[config.mk]
export PLATFORM = sky130hd
export DESIGN_NAME = input_conditioner
export DESIGN_NICKNAME = d
export VERILOG_FILES = /design/src/rtl/input_conditioner.sv
export SDC_FILE = /design/constraint.sdc
export NUM_CORES = 1
export LEC_CHECK = 0
export CORE_MARGIN = 8
export CORE_UTILIZATION = 30
export CTS_CLUSTER_SIZE = 40
export DETAILED_ROUTE_END_ITERATION = 7
export SYNTH_ARGS = -nofsm -noshare
export SYNTH_HDL_FRONTEND = slang
export SYNTH_SLANG_ARGS = --single-unit
[constraint.sdc]
create_clock -name clk -period 1.61 [get_ports clk]
set_clock_uncertainty 0.1 [all_clocks]
set_input_delay 0.2415 -clock clk [delete_from_list [all_inputs] [get_ports clk]]
set_output_delay 0.2415 -clock clk [all_outputs]
set_load 0.05 [all_outputs]
[src/rtl/input_conditioner.sv]
// Raw asynchronous input front end: per channel a 2-flop synchronizer, a counter
// debounce and registered rise/fall pulses on every accepted level change.

module input_conditioner_lane #(
   parameter int DEBOUNCE_CYCLES = 4,
   parameter int CNT_W           = $clog2(DEBOUNCE_CYCLES + 1)
) (
   input  logic clk,
   input  logic rstN,
   input  logic raw,
   output logic clean,
   output logic rise,
   output logic fall,
   output logic busy
);

   logic             sync1, sync2;
   logic [CNT_W-1:0] cnt;

   always_ff @(posedge clk or negedge rstN) begin
      if (!rstN) begin
         sync1 <= 1'b0;
         sync2 <= 1'b0;
         cnt   <= '0;
         clean <= 1'b0;
         rise  <= 1'b0;
         fall  <= 1'b0;
      end else begin
         sync1 <= raw;
         sync2 <= sync1;
         rise  <= 1'b0;
         fall  <= 1'b0;
         // A match with the accepted level throws away any partial count.
         if (sync2 == clean) begin
            cnt <= '0;
         end else if (cnt == CNT_W'(DEBOUNCE_CYCLES - 1)) begin
            clean <= sync2;
            cnt   <= '0;
            rise  <= sync2;
            fall  <= ~sync2;
         end else begin
            cnt <= cnt + CNT_W'(1);
         end
      end
   end

   assign busy = (cnt != '0);

endmodule

module input_conditioner #(
   parameter int WIDTH           = 2,
   parameter int DEBOUNCE_CYCLES = 4,
   parameter int CNT_W           = $clog2(DEBOUNCE_CYCLES + 1)
) (
   input  logic             clk,
   input  logic             rstN,
   input  logic [WIDTH-1:0] raw,
   output logic [WIDTH-1:0] clean,
   output logic [WIDTH-1:0] rise,
   output logic [WIDTH-1:0] fall,
   output logic [WIDTH-1:0] busy
);

   for (genvar i = 0; i < WIDTH; i++) begin : g_lane
      input_conditioner_lane #(
         .DEBOUNCE_CYCLES(DEBOUNCE_CYCLES),
         .CNT_W          (CNT_W)
      ) u_lane (
         .clk  (clk),
         .rstN (rstN),
         .raw  (raw[i]),
         .clean(clean[i]),
         .rise (rise[i]),
         .fall (fall[i]),
         .busy (busy[i])
      );
   end

endmodule

== Yosys cells after proc, flatten, opt, wreduce, memory -nomap -nowiden ==
Cells that the tools add are included.
Storage, ports and cells
  register bits: 16
  latch bits: 0
  memory bits (writable): 0
  ROM bits: 0
  bits of input ports: 4
  word-level logic and storage cells: 38
  memories: 0
Cells by class
  add/sub/neg operators: 2
  $mul: 0
  divide/modulo/power cells: 0
  magnitude comparators: 0
  equal/unequal tests: 4
  shift operators: 0
  multiplexer cells: 12
  bitwise operators: 4
  reductions and logical operators: 4
Operators by type and width (count)
  $mux 3: 4
  $mux 1: 8
  $add 3x1->3 const B: 2
  $eq 3x2->1 const B: 2
  $reduce_bool 3->1: 2
  $not 1->1: 4
  $reduce_and 2->1: 2
  $eq 1x1->1: 2

== Longest topological paths before layout ==
  depth in word-level cells: 3
  mapped depth: 4

== Hierarchy ==
Synthesis repeated with hierarchy kept, for this count alone.
Unflattened totals
  cells, all modules: 42
  area total of the unflattened synthesis: 623.1 sq um
By module, submodules not included
  input_conditioner_lane: times used 2, cells an instance 21, area each 311.5 sq um, seq. area each 200.2 sq um

== Worst setup path before layout ==
No wires, ideal clock.
  path kind: flip-flop to flip-flop
  start point: reg g_lane[0].u_lane.cnt[0]
  end point: reg g_lane[0].u_lane.clean
  setup time: 125 ps
  arrival time: 1008 ps
  slack: 377 ps
  cell stages (with the launch flop): 4
  buffers on the path: 0
  period minus slack after synthesis: 1233 ps
  cells stage by stage: dfrtp_1 > ha_1 > nand2b_4 > mux2_2
Between the ends
  cells in the longest elaborated chain, start to end: 2
Ends and longest elaborated chain
  start: declaration: RTL line 18  | logic [CNT_W-1:0] cnt;
  start signal: assignment: RTL line 42  | cnt <= cnt + CNT_W'(1);
  $eq 3x2->1: RTL line 36  | end else if (cnt == CNT_W'(DEBOUNCE_CYCLES - 1)) begin
  $reduce_and 2->1 (no line)
  end signal: assignment: RTL line 37  | clean <= sync2;
  end: declaration: RTL line 11  | output logic clean,
Every way passes these cells.
A chain may end at the register's enable or synchronous reset.

== Worst setup path in the final report ==
  start point: reg g_lane[0].u_lane.cnt[0]
  end point: out busy[0]
Between the ends
  cells in the longest elaborated chain, start to end: 1
Ends and longest elaborated chain
  $reduce_bool 3->1: RTL line 47  | assign busy = (cnt != '0);
  end: declaration: RTL line 62  | output logic [WIDTH-1:0] busy
Every way passes these cells.

==> impl_metrics.env <==
export IMPL_max_stage_delay_ns=0.38
export IMPL_arrival_ns=1.15
export IMPL_final_cell_mix="dfrtp_1, nor3b_1, buf_4"
export IMPL_crit_buf_inv=2
export IMPL_cp_start_kind="flop"
export IMPL_fin_nets=67
export IMPL_num_vias=349
export IMPL_fin_crit_sh_pct=92.6
export IMPL_gr_total_overflow=0
export IMPL_vdd_drop_max_uv=614
export IMPL_rsz0062_at_grt="no"
export IMPL_power_density_mw_per_mm2=1750
export IMPL_diodes=0
export IMPL_dpl_hpwl_um=697
export IMPL_critical_path_class="reg2out"
export IMPL_die_w_um=63.7
export IMPL_p_switching_uw=546
export IMPL_ctsHoldBuffers=0
export IMPL_period_minus_slack_ns=1.49
export IMPL_p_leak_nw=0.387
export IMPL_cts_root_buf="clkbuf_4"
export IMPL_syn_inst=50
export IMPL_hold_class="in2async"
export IMPL_p_sw_share_pct=37.7
export IMPL_antenna_found_initial=0
export IMPL_hold_viol=0
export IMPL_cts_inserted_buffers=3
export IMPL_fillers=216
export IMPL_grt_pass1_wl_um=1770
export IMPL_crit_fanout=3
export IMPL_die_area_mm2=0.00406
export IMPL_stdcell_count=85
export IMPL_pwr_share_clk_pct=13.4
export IMPL_synth_area_um2=683
export IMPL_critPathSlowestCell="dfrtp_1"
export IMPL_gp_congestion=0.710
export IMPL_cp_required_ns=1.27
export IMPL_cts_max_level=1
export IMPL_clk_pin_slew_ns=0.08
export IMPL_fp_dieH_um=63.7
export IMPL_power_internal_uw=904
export IMPL_drive_above_1_share_pct=28.1
export IMPL_track_usage_pct=5.53
export IMPL_ant_nets=0
export IMPL_drt_iter0_markers=0
export IMPL_worst_slew_margin_rel_pct=83.9
export IMPL_area_growth_pct=21.2
export IMPL_place_ws_ns=0.321
export IMPL_viasPerCell=4.11
export IMPL_io_pins=12
export IMPL_core_area_mm2=0.00219
export IMPL_setup_violations=0
export IMPL_insertion_delay_ns=0.27
export IMPL_yosysSeqAreaShare_pct=58.6
export IMPL_clock_sinks=16
export IMPL_ys_types=10
export IMPL_synth_warnings=0
export IMPL_row_count=17
export IMPL_final_common_cell="dfrtp_1"
export IMPL_first_pass_iters=1
export IMPL_worst_pin_slew_ns=0.240
export IMPL_status="finished clean"
export IMPL_port_buffers=11
export IMPL_cts_buffer_depth=2
export IMPL_cts_tree="done"
export IMPL_finalSetupTns_ns=0
export IMPL_post_place_cells=82
export IMPL_endpoint_kind="output pin"
export IMPL_routed_wl_um=883
export IMPL_maxSlewViolCount=0
export IMPL_ys_ff_latch=16
export IMPL_p_seq_share_pct=38.3
export IMPL_fmax_mhz=671
export IMPL_maxCapViolCount=0
export IMPL_routedWlPerCell_um=10.4
export IMPL_worst_slack_ns=0.120
export IMPL_p_comb_share_pct=48.3
export IMPL_worstPathCellList="inv_1 -> ha_1 -> nand2b_1 -> buf_12"
export IMPL_initial_core_util_pct=31.2
export IMPL_grt_pass1_vias=409
export IMPL_syn_num_nets=58
export IMPL_avgSynthCellArea_um2=13.7
export IMPL_drcViolationCount=0
export IMPL_cts_resized=0
export IMPL_grt_max_degree=17
export IMPL_cts_setup_buffers=0
export IMPL_path_delay_family="flip-flops"
-- cells in the mapped netlist, drive strengths merged --
library cell | count | area share, %
and3b | 2 | 2.6
xnor2 | 2 | 2.6
nand2b | 4 | 5.9
buf | 8 | 8.8
nor3b | 8 | 8.8
dfrtp | 16 | 59
ha | 4 | 7.3
mux2 | 2 | 3.3
inv | 4 | 2.2
-- cell families after synthesis --
group,Yosys count,share of synthesized area [%]
xor+xnor,2,2.56
fa+ha+maj,4,7.33
mux,2,3.30
flops,16,58.6
buf+inv,12,11.0
simple gates,14,17.2
-- registers in the layout, indices dropped and copies added (netlist names) --
name	count
g_lane.u_lane.clean	2
g_lane.u_lane.sync2	2
g_lane.u_lane.fall	2
g_lane.u_lane.cnt	6
g_lane.u_lane.rise	2
g_lane.u_lane.sync1	2
-- path summary, 6_finish.rpt --
kind | startpoint | endpoint | slack (ns) | depth (start not counted)
worst min-delay path | rstN | g_lane[0].u_lane.cnt[0] | 0.17 | 2
worst max-delay path | g_lane[0].u_lane.cnt[0] | busy[0] | 0.12 | 4
min in group clk | g_lane[1].u_lane.sync1 | g_lane[1].u_lane.sync2 | 0.25 | 0
max in group asynchronous | rstN | g_lane[1].u_lane.cnt[0] | 1.06 | 2
worst min register to register | g_lane[1].u_lane.sync1 | g_lane[1].u_lane.sync2 | 0.25 | 0
worst max register to register | g_lane[0].u_lane.cnt[0] | g_lane[0].u_lane.clean | 0.31 | 3
-- area by class of cell --
type	count	area, µm²	share of cell area, %
sequential	16	400	48.3
multi-input combinational	22	208	25.1
timing repair buffer	12	148	17.8
tap	28	35.0	4.23
clock buffer	3	22.5	2.72
inverter	4	15.0	1.81
-- per-stage QoR --
step | util, % | cell area (µm²) | hold slack, ns | total power [mW]
finish | 37.8 | 828 | 0.175 | 1.45
global route | 37.8 | 828 | 0.197 | 1.55
CTS | 37.8 | 828 | 0.176 | 1.48
detailed placement | 36.8 | 806 | 0.236 | 1.28
global placement | 36.8 | 806 | 0.232 | 1.26
floorplan | - | 683 | -0.154 | 1.04
-- routing by layer --
metal | part of all wire [%] | vias up | global-route usage (%)
met4 | 3.5 | 0 | 5.85
met2 | 47 | 9 | 8.11
met1 | 45 | 169 | 6.07
met3 | 4.3 | 2 | 1.59
li1 | - | 169 | -
met5 | 0 | - | 0
-- power groups by stage --
stage | logic, mW | clock network [mW] | registers [mW]
CTS | 0.715 | 0.206 | 0.557
floorplan | 0.499 | 0 | 0.537
global route | 0.760 | 0.215 | 0.572
finish | 0.701 | 0.194 | 0.556
detailed placement | 0.714 | 0 | 0.565
global placement | 0.698 | 0 | 0.562
No activity file was read; power rests on OpenSTA's default activity.
